### src/rtl/morse_pkg.sv
// ============================================================================
// Module  : morse_pkg
// Brief   : Shared types and constants for the Morse encode/decode path.
// Revision: 1.0 - initial release
// ============================================================================
`default_nettype none

package morse_pkg;

  typedef enum logic [1:0] {
    IDLE     = 2'd0,
    MARK     = 2'd1,
    GAP      = 2'd2,
    CHAR_GAP = 2'd3
  } state_t;

  localparam logic [5:0] CODE_SPACE     = 6'd36;
  localparam logic [5:0] CODE_MAX_VALID = 6'd36;

  // Durations in Morse units
  localparam logic [2:0] DOT_U      = 3'd1;
  localparam logic [2:0] DASH_U     = 3'd3;
  localparam logic [2:0] ELEM_GAP_U = 3'd1;
  localparam logic [2:0] CHAR_GAP_U = 3'd3;
  localparam logic [2:0] WORD_GAP_U = 3'd7;

endpackage

`default_nettype wire

### src/rtl/morse_rom.sv
// ============================================================================
// Module  : morse_rom
// Brief   : Character code to Morse pattern lookup (pat LSB first, 1 = dash).
// Revision: 1.0 - initial release
// ============================================================================
`default_nettype none

module morse_rom
  import morse_pkg::*;
(
  input  logic [5:0] in_char,
  output logic       valid,
  output logic [2:0] len,
  output logic [4:0] pat
);

  always_comb begin
    valid = (in_char <= CODE_MAX_VALID);
    len   = 3'd0;
    pat   = 5'b00000;
    case (in_char)
      6'd0:  begin len = 3'd2; pat = 5'b00010; end // A .-
      6'd1:  begin len = 3'd4; pat = 5'b00001; end // B -...
      6'd2:  begin len = 3'd4; pat = 5'b00101; end
      6'd3:  begin len = 3'd3; pat = 5'b00001; end
      6'd4:  begin len = 3'd1; pat = 5'b00000; end
      6'd5:  begin len = 3'd4; pat = 5'b00100; end
      6'd6:  begin len = 3'd3; pat = 5'b00011; end
      6'd7:  begin len = 3'd4; pat = 5'b00000; end
      6'd8:  begin len = 3'd2; pat = 5'b00000; end
      6'd9:  begin len = 3'd4; pat = 5'b01110; end
      6'd10: begin len = 3'd3; pat = 5'b00101; end
      6'd11: begin len = 3'd4; pat = 5'b00010; end
      6'd12: begin len = 3'd2; pat = 5'b00011; end
      6'd13: begin len = 3'd2; pat = 5'b00001; end
      6'd14: begin len = 3'd3; pat = 5'b00111; end
      6'd15: begin len = 3'd4; pat = 5'b00110; end
      6'd16: begin len = 3'd4; pat = 5'b01011; end
      6'd17: begin len = 3'd3; pat = 5'b00010; end
      6'd18: begin len = 3'd3; pat = 5'b00000; end
      6'd19: begin len = 3'd1; pat = 5'b00001; end
      6'd20: begin len = 3'd3; pat = 5'b00100; end
      6'd21: begin len = 3'd4; pat = 5'b01000; end
      6'd22: begin len = 3'd3; pat = 5'b00110; end
      6'd23: begin len = 3'd4; pat = 5'b01001; end
      6'd24: begin len = 3'd4; pat = 5'b01101; end
      6'd25: begin len = 3'd4; pat = 5'b00011; end
      6'd26: begin len = 3'd5; pat = 5'b11111; end // 0 -----
      6'd27: begin len = 3'd5; pat = 5'b11110; end
      6'd28: begin len = 3'd5; pat = 5'b11100; end
      6'd29: begin len = 3'd5; pat = 5'b11000; end
      6'd30: begin len = 3'd5; pat = 5'b10000; end
      6'd31: begin len = 3'd5; pat = 5'b00000; end
      6'd32: begin len = 3'd5; pat = 5'b00001; end
      6'd33: begin len = 3'd5; pat = 5'b00011; end
      6'd34: begin len = 3'd5; pat = 5'b00111; end
      6'd35: begin len = 3'd5; pat = 5'b01111; end
      default: begin len = 3'd0; pat = 5'b00000; end
    endcase
  end

endmodule

`default_nettype wire

### src/rtl/morse_encoder.sv
// ============================================================================
// Module  : morse_encoder
// Brief   : Sends one character code per handshake as a unit-timed Morse key.
// Revision: 1.0 - initial release
// ============================================================================
`default_nettype none

module morse_encoder
  import morse_pkg::*;
#(
  parameter int UNIT_CYCLES = 5000,
  parameter int CW          = $clog2(3*UNIT_CYCLES+1)
) (
  input  logic       clk_fast,
  input  logic       rst,
  input  logic       in_valid,
  input  logic [5:0] in_char,
  output logic       in_ready,
  output logic       key_out,
  output logic       busy,
  output logic       done,
  output logic       err
);

  localparam logic [CW-1:0] UNIT_LD = CW'(UNIT_CYCLES);

  state_t        r_state;
  logic [CW-1:0] r_cnt;
  logic [2:0]    r_units;
  logic [2:0]    r_rem;
  logic [4:0]    r_pat;
  logic          r_key;
  logic          r_done;
  logic          r_err;

  logic       w_rom_valid;
  logic [2:0] w_rom_len;
  logic [4:0] w_rom_pat;
  logic       w_unit_end;
  logic       w_expire;
  logic [4:0] w_next_pat;

  morse_rom u_rom (
    .in_char (in_char),
    .valid   (w_rom_valid),
    .len     (w_rom_len),
    .pat     (w_rom_pat)
  );

  // Durations are counted as whole units times cycles-per-unit, so the
  // 7-unit word gap never has to fit in the cycle counter.
  assign w_unit_end = (r_cnt == CW'(1));
  assign w_expire   = w_unit_end && (r_units == 3'd1);
  assign w_next_pat = r_pat >> 1;

  always_ff @(posedge clk_fast or posedge rst) begin
    if (rst) begin
      r_state <= IDLE;
      r_cnt   <= '0;
      r_units <= 3'd0;
      r_rem   <= 3'd0;
      r_pat   <= 5'b00000;
      r_key   <= 1'b0;
      r_done  <= 1'b0;
      r_err   <= 1'b0;
    end else begin
      r_done <= 1'b0;
      r_err  <= 1'b0;
      if (r_state != IDLE) begin
        if (w_unit_end) begin
          r_cnt   <= UNIT_LD;
          r_units <= r_units - 3'd1;
        end else begin
          r_cnt <= r_cnt - CW'(1);
        end
      end
      case (r_state)
        IDLE: begin
          if (in_valid) begin
            if (!w_rom_valid) begin
              r_err <= 1'b1;
            end else if (in_char == CODE_SPACE) begin
              r_state <= CHAR_GAP;
              r_cnt   <= UNIT_LD;
              r_units <= WORD_GAP_U;
            end else begin
              r_state <= MARK;
              r_key   <= 1'b1;
              r_cnt   <= UNIT_LD;
              r_pat   <= w_rom_pat;
              r_rem   <= w_rom_len;
              r_units <= w_rom_pat[0] ? DASH_U : DOT_U;
            end
          end
        end
        MARK: begin
          if (w_expire) begin
            r_key <= 1'b0;
            if (r_rem > 3'd1) begin
              r_state <= GAP;
              r_units <= ELEM_GAP_U;
            end else begin
              r_state <= CHAR_GAP;
              r_units <= CHAR_GAP_U;
            end
          end
        end
        GAP: begin
          if (w_expire) begin
            r_state <= MARK;
            r_key   <= 1'b1;
            r_pat   <= w_next_pat;
            r_rem   <= r_rem - 3'd1;
            r_units <= w_next_pat[0] ? DASH_U : DOT_U;
          end
        end
        CHAR_GAP: begin
          if (w_expire) begin
            r_state <= IDLE;
            r_done  <= 1'b1;
          end
        end
        default: r_state <= IDLE;
      endcase
    end
  end

  assign key_out  = r_key;
  assign done     = r_done;
  assign err      = r_err;
  assign busy     = (r_state != IDLE);
  assign in_ready = (r_state == IDLE) && !rst;

endmodule

`default_nettype wire

### config.mk
export PLATFORM = sky130hd
export DESIGN_NAME = morse_encoder
export DESIGN_NICKNAME = d
export VERILOG_FILES = /design/src/rtl/morse_pkg.sv /design/src/rtl/morse_rom.sv /design/src/rtl/morse_encoder.sv
export SDC_FILE = /design/constraint.sdc
export NUM_CORES = 1
export LEC_CHECK = 0
export ABC_AREA = 1
export CORE_MARGIN = 2
export CORE_UTILIZATION = 35
export DETAILED_ROUTE_END_ITERATION = 7
export PLACE_DENSITY = 0.57
export SETUP_SLACK_MARGIN = 0.05
export SYNTH_ARGS = -nofsm -noshare
export SYNTH_HDL_FRONTEND = slang
export SYNTH_SLANG_ARGS = --single-unit
### constraint.sdc
create_clock -name clk_fast -period 2.2 [get_ports clk_fast]
set_input_delay 0.33 -clock clk_fast [delete_from_list [all_inputs] [get_ports clk_fast]]
set_output_delay 0.33 -clock clk_fast [all_outputs]
set_load 0.005 [all_outputs]
==> results of run 1 <==
## kinds of logic (layout without fill, tap and decap cells)
family	after synthesis	in the layout
AND/OR/NAND/NOR	168	168
buffers and inverters	48	76
flip-flops	29	29
adder cells (fa/ha/maj)	12	12
XOR/XNOR	13	13
AO/OA/AOI/OAI	44	44
## cell type report
cell class / count / area share
Multi-Input combinational cell: 237 / 0.504
Sequential cell: 29 / 0.276
Timing Repair Buffer: 25 / 0.0837
Inverter: 43 / 0.0613
Clock buffer: 7 / 0.0366
Tap cell: 77 / 0.0366
Clock inverter: 1 / 0.00190
## synth_stat cells, drive strengths merged
library cell	n
a31oi	1
xnor2	2
nor2	38
xor2	11
o211ai	4
nand4	13
dfrtp	29
buf	5
o22ai	8
nand3	29
nor3	4
inv	43
a21oi	9
o21ai	22
nand2	84
ha	12
## final timing paths
check	depth (start not counted)	to	slack, ns
worst max-delay path	4	in_ready	0.19
worst min-delay path	3	r_cnt[5]$_DFF_PP0_	0.45
worst max register to register	8	r_cnt[12]$_DFF_PP0_	0.39
worst min register to register	2	r_pat[3]$_DFFE_PP0P_	0.48
max in group asynchronous	3	r_pat[4]$_DFFE_PP0P_	1.46
min in group clk_fast	2	r_pat[3]$_DFFE_PP0P_	0.48
## sequential cells by signal, summed over array words and instances (netlist names)
signal	flops
r_cnt	14
r_pat	4
r_rem	3
r_units	3
r_state	2
done	1
err	1
key_out	1
## worst reg2reg max path, stage by stage, from the launching register on
cell     delay (ns)
dfrtp_1        0.41
inv_1          0.18
nand2_4        0.18
inv_1          0.24
nand4_2        0.15
nand2_1        0.15
nor2_1         0.08
inv_1          0.19
nand3_1        0.10
## metal layers
metal,vias to the layer above,GRT usage,routed length (um),part of all wire
li1,1088,-,-,-
met5,-,0,0,0
met3,11,0.0354,181,0.034
met1,928,0.212,2490,0.46
met4,0,0.0528,104,0.019
met2,38,0.292,2620,0.48
## where the power goes
part | internal, mW | leakage [nW] | switching, mW
registers | 0.533 | 0.318 | 0.000101
clock network | 0.282 | 0.0542 | 0.206
logic | 0.0459 | 0.932 | 0.0733
total | 0.862 | 1.30 | 0.280
## stage by stage
step                      worst slack, ns  hold slack [ns]   util
after global routing               0.0940            0.514  0.419
final                               0.194            0.452  0.419
after floorplan                     0.648            0.408      -
after global placement              0.167            0.470  0.403
after detailed placement            0.101            0.469  0.403
after CTS                           0.186            0.465  0.419
==> impl_metrics.toml, run 1 <==
[placed_design]
place_inst = 411
dp_hpwl_um = 4200
post_dp_cell_area_mm2 = 0.00253
gp_congestion = 0.993
io_buffers = 13

[finish]
drive_gt1_frac = 0.140
mostFrequentLayoutCells = "79 x nand2_1, 38 x inv_1, 29 x dfrtp_1"
antenna_cells = 0
fin_nets = 362
fillCellCount = 649
final_cells = 419
finish.instance_area_mm2 = 0.00263
final_common_cell = "nand2_1"
syn2layout_area_growth_pct = 17.1
multi_input_area_mm2 = 0.00133
register_area_um2 = 726

[die]
coreArea_mm2 = 0.00628
io_pins = 14
die_x_um = 84.2
dieHeight_um = 84.2
initial_core_util = 0.358
rows = 29
dieArea_mm2 = 0.00708

[yosys]
synth_warnings = 0
synth.distinct_cells = 30
synth_xor_area_frac = 0.0506
synth_area_mm2 = 0.00225
synthAdderAreaFrac = 0.0668
yosys.area.top_type = "dfrtp_1"
synth_compound_area_frac = 0.112
synthMuxAreaShare = 0
netlist_instances = 314
synth_top_family_by_area = "simple AND/OR/NAND/NOR gates"
synth_top_area_share = 0.323
ys_seq_area_frac = 0.323
syn_nets = 335
ys_ff_latch = 29
syn_avg_cell_area_um2 = 7.16
synth-simple-area-share = 0.361
synth_area_leaders = "dfrtp_1 32%, nand2_1 13%, ha_1 6.7%"

[power_and_ir_drop]
p_leak_nw = 1.30
ir_worst_vdd_uv = 313
finalPower_mw = 1.14
power_density_mw_per_mm2 = 434

[routing]
via_count = 2065
drt-pass1-iter-count = 4
ant_nets = 0
routed_wl_um = 5390
drt_iter0_markers = 80
drc = 0
via_per_inst = 4.93
wl_per_cell_um = 12.9

[clocking]
htree_levels = 2
cts_resized = 0
postCtsHoldBufs = 0
clkTransAtPathRegs_ns = 0.07
clkSinkCount = 29
root_buffer = "clkbuf_8"
postCtsSetupBuffers = 0
clkLatencyLatePin_ns = 0.28
cts_buffer_depth = 2
cts_tree = "yes"
cts_buffers = 5

[timing]
setup_tns_ns = 0
setup_viol_count_final = 0
post-route-period-util = 0.912
tightest_slew_ns = 0.382
fmax_ghz = 0.499
finalWorstPathRequiredPeriod_ns = 2.01
hold_viol = 0
drv_slew = 0
rsz0062_at_grt = "no"
skew_ns = 0.00450
max-slew-margin-rel = 0.745

[setup_path]
crit_path_top_delay_cell = "clkdlybuf4s50_1"
worst_ep_arrival_time_ns = 1.68
worstSetupStartpoint = "r_state[1]$_DFFE_PP0P_"
crit_required_ns = 1.87
startpoint_type = "flop"
critPathMaxStageDelay_ns = 0.50
reg2reg_from = "r_state[1]$_DFFE_PP0P_"
path_buf_inv = 2
cp_max_fo = 16
critical-path-top-delay-family = "buffers and inverters"
critical_path.cell_chain = "inv_1 -> nand2_4 -> nor2_1 -> clkdlybuf4s50_1"
critPathCaptureType = "output port"
critical_path_class = "reg2out"

[global_route]
grt_pass1_wl_um = 9740
grt_pass1_vias = 2066
grt_util_all_layers = 0.169
antenna_found_initial = 0
grt_max_degree = 30
gr-total-overflow = 0

[outcome]
status = "finished, final reports clean"

[flow_run]
maxCapViolCount = 0

[hold_path]
hp-class = "in2async"
Power figures use the tool's default switching activity.
==> inputs of run 2 (changes only) <==
--- a/config.mk
+++ b/config.mk
@@ -11,6 +11,7 @@
 export DETAILED_ROUTE_END_ITERATION = 7
 export PLACE_DENSITY = 0.57
 export SETUP_SLACK_MARGIN = 0.05
+export SKIP_LAST_GASP = 1
 export SYNTH_ARGS = -nofsm -noshare
 export SYNTH_HDL_FRONTEND = slang
 export SYNTH_SLANG_ARGS = --single-unit
==> results of run 2 <==
No change in the layout: final DEF, timing and power equal those of run 1.
